`src/rtl/piso_pkg.sv`:
```
// Shared types for the piso_serial_tx transmitter.
// Optional PISO_PARITY_EN build adds the PAR state to the frame.
package piso_pkg;

    typedef enum logic [1:0] {
        IDLE,
        SHIFT,
        PAR,
        DONE
    } tx_state_t;

    localparam int DIV_W = 8;

endpackage

```
`src/rtl/bit_tick_gen.sv`:
```
// Bit-period divider: pulses tick once every CLKS_PER_BIT cycles while run is high.
// The counter is held at zero whenever run is low, so each frame starts on a clean period.
module bit_tick_gen
    import piso_pkg::*;
#(
    parameter int CLKS_PER_BIT = 1
) (
    input  logic clk,
    input  logic rst_n,
    input  logic run,
    output logic tick
);

    localparam logic [DIV_W-1:0] TC = DIV_W'(CLKS_PER_BIT - 1);

    logic [DIV_W-1:0] r_div;

    assign tick = run && (r_div == TC);

    always_ff @(posedge clk or negedge rst_n) begin
        if (!rst_n) begin
            r_div <= '0;
        end else if (!run || tick) begin
            r_div <= '0;
        end else begin
            r_div <= r_div + DIV_W'(1);
        end
    end

endmodule

```
`src/rtl/piso_serial_tx.sv`:
```
// Parallel-in serial-out transmitter with valid/ready load and registered serial strobes.
// Define PISO_PARITY_EN to append an even-parity bit (PAR state) after the data bits.
//
// state | meaning
// IDLE  | in_ready high, waiting for a word
// SHIFT | data bits on sout, one per bit period
// PAR   | parity bit on sout (PISO_PARITY_EN builds only)
// DONE  | one-cycle done pulse, stream quiet
module piso_serial_tx
    import piso_pkg::*;
#(
    parameter int WIDTH        = 8,
    parameter int MSB_FIRST    = 1,
    parameter int CLKS_PER_BIT = 1
) (
    input  logic             clk,
    input  logic             rst_n,
    input  logic [WIDTH-1:0] in_data,
    input  logic             in_valid,
    output logic             in_ready,
    output logic             sout,
    output logic             sout_valid,
    output logic             sout_last,
    output logic             done
);

    localparam int             BW       = $clog2(WIDTH + 1);
    localparam logic [BW-1:0]  LAST_IDX = BW'(WIDTH - 1);

    tx_state_t        r_state;
    tx_state_t        w_state_nxt;
    logic [WIDTH-1:0] r_shift;
    logic [WIDTH-1:0] w_shift_nxt;
    logic [WIDTH-1:0] w_shifted;
    logic [BW-1:0]    r_bit_cnt;
    logic [BW-1:0]    w_bit_nxt;
    logic [BW-1:0]    w_bit_inc;
    logic             r_sout;
    logic             r_valid;
    logic             r_last;
    logic             r_done;
    logic             r_ready;
    logic             w_sout_nxt;
    logic             w_valid_nxt;
    logic             w_last_nxt;
    logic             w_done_nxt;
    logic             w_ready_nxt;
    logic             w_run;
    logic             w_tick;
    logic             w_hs;
`ifdef PISO_PARITY_EN
    logic             r_par;
`endif

    // The bit on the wire is always the head of the shift register.
    function automatic logic head_bit(input logic [WIDTH-1:0] v);
        return (MSB_FIRST != 0) ? v[WIDTH-1] : v[0];
    endfunction

    assign w_shifted = (MSB_FIRST != 0) ? {r_shift[WIDTH-2:0], 1'b0}
                                        : {1'b0, r_shift[WIDTH-1:1]};
    assign w_bit_inc = r_bit_cnt + BW'(1);
    assign w_run     = (r_state == SHIFT) || (r_state == PAR);
    assign w_hs      = (r_state == IDLE) && in_valid && r_ready;

    bit_tick_gen #(
        .CLKS_PER_BIT(CLKS_PER_BIT)
    ) u_tick (
        .clk  (clk),
        .rst_n(rst_n),
        .run  (w_run),
        .tick (w_tick)
    );

    always_comb begin
        w_state_nxt = r_state;
        w_shift_nxt = r_shift;
        w_bit_nxt   = r_bit_cnt;
        w_sout_nxt  = 1'b0;
        w_valid_nxt = 1'b0;
        w_last_nxt  = 1'b0;
        w_done_nxt  = 1'b0;
        w_ready_nxt = 1'b0;
        case (r_state)
            IDLE: begin
                w_ready_nxt = 1'b1;
                if (w_hs) begin
                    w_state_nxt = SHIFT;
                    w_shift_nxt = in_data;
                    w_bit_nxt   = '0;
                    w_sout_nxt  = head_bit(in_data);
                    w_valid_nxt = 1'b1;
                    w_ready_nxt = 1'b0;
                end
            end
            SHIFT: begin
                w_valid_nxt = 1'b1;
                w_sout_nxt  = r_sout;
                w_last_nxt  = r_last;
                if (w_tick) begin
                    if (r_bit_cnt == LAST_IDX) begin
`ifdef PISO_PARITY_EN
                        w_state_nxt = PAR;
                        w_sout_nxt  = r_par;
                        w_last_nxt  = 1'b1;
`else
                        w_state_nxt = DONE;
                        w_sout_nxt  = 1'b0;
                        w_valid_nxt = 1'b0;
                        w_last_nxt  = 1'b0;
                        w_done_nxt  = 1'b1;
`endif
                    end else begin
                        w_shift_nxt = w_shifted;
                        w_bit_nxt   = w_bit_inc;
                        w_sout_nxt  = head_bit(w_shifted);
`ifdef PISO_PARITY_EN
                        w_last_nxt  = 1'b0;
`else
                        w_last_nxt  = (w_bit_inc == LAST_IDX);
`endif
                    end
                end
            end
`ifdef PISO_PARITY_EN
            PAR: begin
                w_valid_nxt = 1'b1;
                w_sout_nxt  = r_sout;
                w_last_nxt  = 1'b1;
                if (w_tick) begin
                    w_state_nxt = DONE;
                    w_sout_nxt  = 1'b0;
                    w_valid_nxt = 1'b0;
                    w_last_nxt  = 1'b0;
                    w_done_nxt  = 1'b1;
                end
            end
`endif
            DONE: begin
                w_state_nxt = IDLE;
                w_ready_nxt = 1'b1;
            end
            default: begin
                w_state_nxt = IDLE;
            end
        endcase
    end

    always_ff @(posedge clk or negedge rst_n) begin
        if (!rst_n) begin
            r_state   <= IDLE;
            r_shift   <= '0;
            r_bit_cnt <= '0;
            r_sout    <= 1'b0;
            r_valid   <= 1'b0;
            r_last    <= 1'b0;
            r_done    <= 1'b0;
            r_ready   <= 1'b0;
        end else begin
            r_state   <= w_state_nxt;
            r_shift   <= w_shift_nxt;
            r_bit_cnt <= w_bit_nxt;
            r_sout    <= w_sout_nxt;
            r_valid   <= w_valid_nxt;
            r_last    <= w_last_nxt;
            r_done    <= w_done_nxt;
            r_ready   <= w_ready_nxt;
        end
    end

`ifdef PISO_PARITY_EN
    // Parity is taken from the word as loaded, since the shift register is consumed.
    always_ff @(posedge clk or negedge rst_n) begin
        if (!rst_n) begin
            r_par <= 1'b0;
        end else if (w_hs) begin
            r_par <= ^in_data;
        end
    end
`endif

    assign in_ready   = r_ready;
    assign sout       = r_sout;
    assign sout_valid = r_valid;
    assign sout_last  = r_last;
    assign done       = r_done;

endmodule
```
`config.mk`:
```
export PLATFORM = sky130hd
export DESIGN_NAME = piso_serial_tx
export DESIGN_NICKNAME = d
export VERILOG_FILES = /design/src/rtl/piso_pkg.sv /design/src/rtl/bit_tick_gen.sv /design/src/rtl/piso_serial_tx.sv
export SDC_FILE = /design/constraint.sdc
export NUM_CORES = 1
export LEC_CHECK = 0
export ABC_AREA = 1
export CORE_ASPECT_RATIO = 1.1
export CORE_UTILIZATION = 50
export CTS_BUF_LIST = sky130_fd_sc_hd__clkbuf_2
export CTS_CLUSTER_DIAMETER = 120
export CTS_CLUSTER_SIZE = 10
export DETAILED_ROUTE_END_ITERATION = 10
export PLACE_DENSITY = 0.77
export SYNTH_ARGS = -nofsm -noshare
export SYNTH_HDL_FRONTEND = slang
export SYNTH_HIERARCHICAL = 1
export SYNTH_SLANG_ARGS = --single-unit
```
`constraint.sdc`:
```
create_clock -name clk -period 3.1 [get_ports clk]
set_clock_uncertainty 0.15 [all_clocks]
set_input_delay 0.62 -clock clk [delete_from_list [all_inputs] [get_ports clk]]
set_output_delay 0.62 -clock clk [all_outputs]
set_load 0.02 [all_outputs]
```
==> results of run 1 <==
-- per-layer routing --
layer  up-vias  GRT usage (%)  routed length, um
li1        654              -                  -
met4         0           7.89                 17
met2        13           29.3               1220
met3         2           2.33                 55
met1       540           28.5               1280
met5         -              0                  0
-- metrics by stage --
stage / total power [mW] / worst slack (ns) / area (um^2)
after CTS: 1.09 / 0.771 / 1650
after global placement: 0.965 / 0.806 / 1630
after floorplan: 0.875 / 1.25 / 1470
after global routing: 1.19 / 0.433 / 1650
final: 1.08 / 0.759 / 1650
after detailed placement: 0.969 / 0.770 / 1630
-- registers in the layout, indices dropped and copies added, names as in the netlist --
name	count
done	1
in_ready	1
sout_valid	1
sout	1
r_state	2
r_shift	7
r_bit_cnt	4
u_tick/r_div	8
sout_last	1
-- cell families (layout without fill, tap and decap cells) --
family          count (synthesis)  in the layout  share of synthesized area, %
compound gates                  5              5                          1.88
xor+xnor                        2              2                          1.20
fa+ha+maj                       7              7                          5.98
buf+inv                        25             41                          7.77
flops                          26             26                          44.4
simple gates                  136            136                          38.8
-- synth_stat cells --
master / number
nor2_2: 4
nor3_1: 1
dfrtp_1: 26
nand4_1: 3
buf_6: 1
buf_4: 3
o21bai_1: 1
o21ai_0: 2
xnor2_1: 1
nor2_1: 26
nand3_1: 19
ha_1: 7
a21oi_1: 2
nand3b_1: 2
buf_2: 1
inv_1: 20
nand2_1: 78
xor2_1: 1
nand2_2: 3
-- worst max path at each step --
stage / from / endpoint / slack (ns)
floorplan: u_tick/r_div[0]$_DFF_PN0_ / r_bit_cnt[2]$_DFFE_PN0P_ / 1.25
finish: u_tick/r_div[0]$_DFF_PN0_ / r_shift[5]$_DFFE_PN0P_ / 0.76
detailed placement: u_tick/r_div[0]$_DFF_PN0_ / r_shift[0]$_DFFE_PN0P_ / 0.77
global route: u_tick/r_div[0]$_DFF_PN0_ / r_shift[5]$_DFFE_PN0P_ / 0.43
global placement: u_tick/r_div[0]$_DFF_PN0_ / r_shift[0]$_DFFE_PN0P_ / 0.81
CTS: u_tick/r_div[0]$_DFF_PN0_ / r_shift[5]$_DFFE_PN0P_ / 0.77
-- area by class of cell --
cell class                      count  area (um^2)
Fill cell                         260         1130
Multi-Input combinational cell    150          701
Sequential cell                    26          651
Timing Repair Buffer               17          165
Inverter                           20         75.1
Tap cell                           33         41.3
Clock buffer                        3         15.0
Clock inverter                      1         3.75
-- critical path: cells and delay by family, from the launching register on --
family                     cells  cell delay (ns)
buffers and inverters          2             0.16
adders and majority gates      1             0.17
DFF                            1             0.46
and+or+nand+nor               10             1.34
-- power by group through the flow --
| stage | combinational [mW] | clock, mW | sequential, mW |
|---|---|---|---|
| 2_1_floorplan | 0.383 | 0 | 0.492 |
| 6_report | 0.485 | 0.124 | 0.472 |
| 3_3_place_gp | 0.485 | 0 | 0.481 |
| 3_5_place_dp | 0.490 | 0 | 0.479 |
| 4_1_cts | 0.489 | 0.134 | 0.472 |
| 5_1_grt | 0.566 | 0.141 | 0.485 |
==> results.ini, run 1 <==
[yosys]
synth_area_leaders = dfrtp_1 (44%), nand2_1 (20%), nor2_1 (6.7%)
ys_warn_count = 6
synth-seq-cells = 26
synth.largest_area_cell = dfrtp_1
avgSynthCellArea_um2 = 7.29
ys_seq_area_share_pct = 44.4
synthCells = 201
yosysUniqueCellTypes = 19
netlist_area_um2 = 1470
synth_top_area_share_pct = 44.4
syn_nets = 219

[floorplanning]
chipWidth_um = 53.6
core_area_um2 = 2780
rows = 20
fp.dieArea_um2 = 3150
initial_core_util_pct = 52.7
io_pins = 16
die_h_um = 58.8

[pwr]
power_density_nw_per_um2 = 654
combPwrFrac_pct = 44.9
internal_power_uw = 621
swShare_pct = 42.5
p_leak_nw = 0.881
vdd_drop_max_uv = 378
pwr-share-clk_pct = 11.5
seqPwrFrac_pct = 43.7
p_sw_uw = 459

[finish]
final_cell_mix = nand2_1 (78), nor2_1 (26), dfrtp_1 (26)
area_growth_pct = 12.7
fin_cells = 250
final_common_cell = nand2_1
drive_gt1_share_pct = 5.53
final_util_pct = 59.5
finalNetCount = 236
antenna_cells = 0

[clock_tree]
htreeDepth = 1
cts_tree = yes
cts_root_buf = clkbuf_2
cts_made_buffers = 3
post_cts_resized = 0
clock-sinks = 26
postCtsSetupBuffers = 0
worstSkewPairLatency_ns = 0.34
clk_pin_slew_ns = 0.23
hold_buffers = 0
clock_path_buffers = 2

[critical_path]
path_cells = inv_1 -> ha_1 -> nand2_1 -> nor2_1 -> nand2_1 -> nor2_1 -> inv_1 -> nand2_1 -> nand2_1 -> nor2_2 -> nand2_2 -> nand2_1 -> nand2_1
cp.required_ns = 3.21
end_kind = register
cpMostUsedCell = nand2_1
r2r-end = r_shift[5]$_DFFE_PN0P_
arrival_ns = 2.45
cpPeakStageDelay_ns = 0.46
timing.rr.start = u_tick/r_div[0]$_DFF_PN0_
cpMaxStageDelayCell = dfrtp_1
ff2ff_setup_slack_ns = 0.76
r2r_cells = 13
critPathLaunchType = register
critPathMaxFanout = 11
crit_type = reg -> reg

[routing]
dr.pass1.iters = 4
antenna_left = 0
wire_per_inst_um = 10.3
routed_wirelength_mm = 2.57
routed-via-count = 1209
via_per_inst = 4.84
first_iter_violations = 21
drcViolationCount = 0

[grt]
antenna_found_initial = 0
grt_max_degree = 27
grtUsageTotal_pct = 19.5
grt_overflow = 0
grt_pass1_wl_mm = 4.44
grt_pass1_vias = 1044

[place]
dpl.hpwl_mm = 1.89
dp.cells = 246
port_buffers = 15
place_congestion = 0.798

[timing]
setup_viol = 0
hold_viol_final = 0
max_slew_margin_pct = 68.9
min_period_ns = 2.34
worst_pin_slew_ns = 0.467
maxSlewViolCount = 0
fmax_ghz = 0.427
period_share_pct = 75.5
grt_setup_unrepaired = false
holdWs_ns = 0.352
setup_tns_ns = 0

[min_path]
hp-class = reg -> reg
hold_path_end = u_tick/r_div[0]$_DFF_PN0_
holdPathStages = 1
hold_path.startpoint = u_tick/r_div[0]$_DFF_PN0_

[run]
maxCapViolCount = 0

[status]
status = completed

Power figures use the tool's default switching activity.
==> inputs of run 2 (changes only) <==
--- a/config.mk
+++ b/config.mk
@@ -12,7 +12,7 @@
 export CTS_CLUSTER_DIAMETER = 120
 export CTS_CLUSTER_SIZE = 10
 export DETAILED_ROUTE_END_ITERATION = 10
-export PLACE_DENSITY = 0.77
+export PLACE_DENSITY = 0.8
 export SYNTH_ARGS = -nofsm -noshare
 export SYNTH_HDL_FRONTEND = slang
 export SYNTH_HIERARCHICAL = 1
==> constraint.sdc (replaced) <==
create_clock -name clk -period 2.03 [get_ports clk]
set_clock_uncertainty 0.15 [all_clocks]
set_input_delay 0.406 -clock clk [delete_from_list [all_inputs] [get_ports clk]]
set_output_delay 0.406 -clock clk [all_outputs]
set_load 0.02 [all_outputs]
==> results.ini, run 2 (synthesized netlist as in run 1, its figures left out) <==
[finish]
finalNetCount = 244  ; +3.4%
area_growth_pct = 19.3
largest_reg_flops = 8  ; unchanged
fin_area_um2 = 1750  ; +5.8%
final_cell_mix = nand2_1 (76), dfrtp_1 (26), nor2_1 (25)
final_common_cell = nand2_1
drive_gt1_share_pct = 11.6  ; +6.0 points
antenna_cells = 0  ; unchanged
biggestRegsByFlops = u_tick/r_div: 8 flops, r_shift: 7 flops, r_bit_cnt: 4 flops
fin_cells = 258  ; +3.2%
largest-register = u_tick/r_div

[grt]
antenna_found_initial = 0  ; unchanged
grt_max_degree = 27  ; unchanged
grt_overflow = 0  ; unchanged
grt_pass1_wl_mm = 4.60  ; +3.4%
grtUsageTotal_pct = 19.7  ; +0.19 points
grt_pass1_vias = 1125  ; +7.8%

[floorplanning]
chipWidth_um = 53.6  ; unchanged
initial_core_util_pct = 52.7  ; unchanged
fp.dieArea_um2 = 3150  ; unchanged
io_pins = 16  ; unchanged
die_h_um = 58.8  ; unchanged
rows = 20  ; unchanged
core_area_um2 = 2780  ; unchanged

[routing]
wire_per_inst_um = 11.2  ; +9.0%
routed_wirelength_mm = 2.89  ; +12%
first_iter_violations = 53  ; +150%
routed-via-count = 1309  ; +8.3%
dr.pass1.iters = 5  ; +1
antenna_left = 0  ; unchanged
via_per_inst = 5.07  ; +4.9%
drcViolationCount = 0  ; unchanged

[place]
port_buffers = 15  ; unchanged
post_dp_cell_area_um2 = 1660  ; +1.8%
dp.cells = 250  ; +1.6%
dpl.hpwl_mm = 1.95  ; +3.1%
place_congestion = 0.796  ; -0.30%
dp_slack_ns = 0.140  ; -0.630 ns

[critical_path]
arrival_ns = 1.39  ; -1.06 ns
cpPeakStageDelay_ns = 0.61  ; +0.15 ns
cpMaxStageDelayCell = clkdlybuf4s50_1
crit_type = reg -> out
critPathLaunchType = register
end_kind = primary output
cpLargestDelayFamily = buffers and inverters
worst-path-buf-inv = 1  ; -1
cp.required_ns = 1.47  ; -1.74 ns
path_cells = clkdlybuf4s50_1
critPathMaxFanout = 4  ; -7

[clock_tree]
cts_root_buf = clkbuf_2
clock_path_buffers = 2  ; unchanged
htreeDepth = 1  ; unchanged
worstSkewPairLatency_ns = 0.34  ; about the same
cts_made_buffers = 3  ; unchanged
clk_pin_slew_ns = 0.23  ; about the same
clock-sinks = 26  ; unchanged
cts_tree = yes

[timing]
max_slew_margin_pct = 77.0  ; +8.1 points
worst_pin_slew_ns = 0.345  ; -0.122 ns
period_share_pct = 96.0
min_period_ns = 1.95
hold_viol_final = 0  ; unchanged
maxSlewViolCount = 0  ; unchanged
layout_setup_ws_ns = 0.0810  ; -0.678 ns
setup_viol = 0  ; unchanged
fmax_ghz = 0.513

[pwr]
power_mw = 1.84  ; +70%
vdd_drop_max_uv = 617  ; +63%
power_density_nw_per_um2 = 1050  ; +61%
p_leak_nw = 0.925  ; +5.0%

[status]
status = completed

[min_path]
hp-class = in -> async

[run]
maxCapViolCount = 0  ; unchanged

run 2: cell types whose count changed in the layout (fill, tap and decap cells not counted), sizes merged:
cell,before,now
buf,2,9
nand2,81,82
run 2: layout make-up:
cell class                 instances  area, um^2
clock buffer                       3        15.0
clock inverter                     1        3.75
fill                             237        1030
inverter                          20        75.1
multi-input combinational        151         737
sequential                        26         651
tap                               33        41.3
timing repair buffer              24         225
run 2: where the power goes:
group	internal, mW	total (mW)	leakage [nW]	switching, mW
sequential	0.639	0.725	0.347	0.0864
combinational	0.376	0.926	0.564	0.551
clock	0.0428	0.190	0.0140	0.148
run 2: worst paths after layout:
| kind | startpoint | end | slack (ns) | depth (start not counted) |
|---|---|---|---|---|
| max | in_ready$_DFF_PN0_ | in_ready | 0.08 | 1 |
| min | rst_n | u_tick/r_div[2]$_DFF_PN0_ | 0.24 | 2 |
| max reg2reg | u_tick/r_div[0]$_DFF_PN0_ | r_shift[0]$_DFFE_PN0P_ | 0.10 | 13 |
| min reg2reg | r_shift[5]$_DFFE_PN0P_ | r_shift[5]$_DFFE_PN0P_ | 0.36 | 2 |
| max in group asynchronous | rst_n | r_bit_cnt[0]$_DFFE_PN0P_ | 1.25 | 2 |
| min in group clk | r_shift[5]$_DFFE_PN0P_ | r_shift[5]$_DFFE_PN0P_ | 0.36 | 2 |
run 2: through the flow:
| step | util [%] | TNS [ns] | hold slack [ns] |
|---|---|---|---|
| 6_report | 62.9 | 0 | 0.237 |
| 5_1_grt | 62.9 | -0.343 | 0.255 |
| 4_1_cts | 60.5 | 0 | 0.237 |
| 3_5_place_dp | 59.9 | 0 | 0.309 |
| 3_3_place_gp | 59.9 | 0 | 0.305 |
| 2_1_floorplan | - | 0 | -0.0396 |
run 2: timing repair:
item / in CTS / in global routing
hold buffers: 0 / 0
endpoints found under the setup margin: 0 / 11
resized for setup: 0 / 12
buffers inserted: 0 / 2
run 2: per-layer routing:
layer	global-route usage [%]	vias up	part of all wire (%)
li1	-	667	-
met1	26.8	612	49
met2	32.9	26	47
met3	2.33	4	3.4
met4	5.64	0	0.52
met5	0	-	0
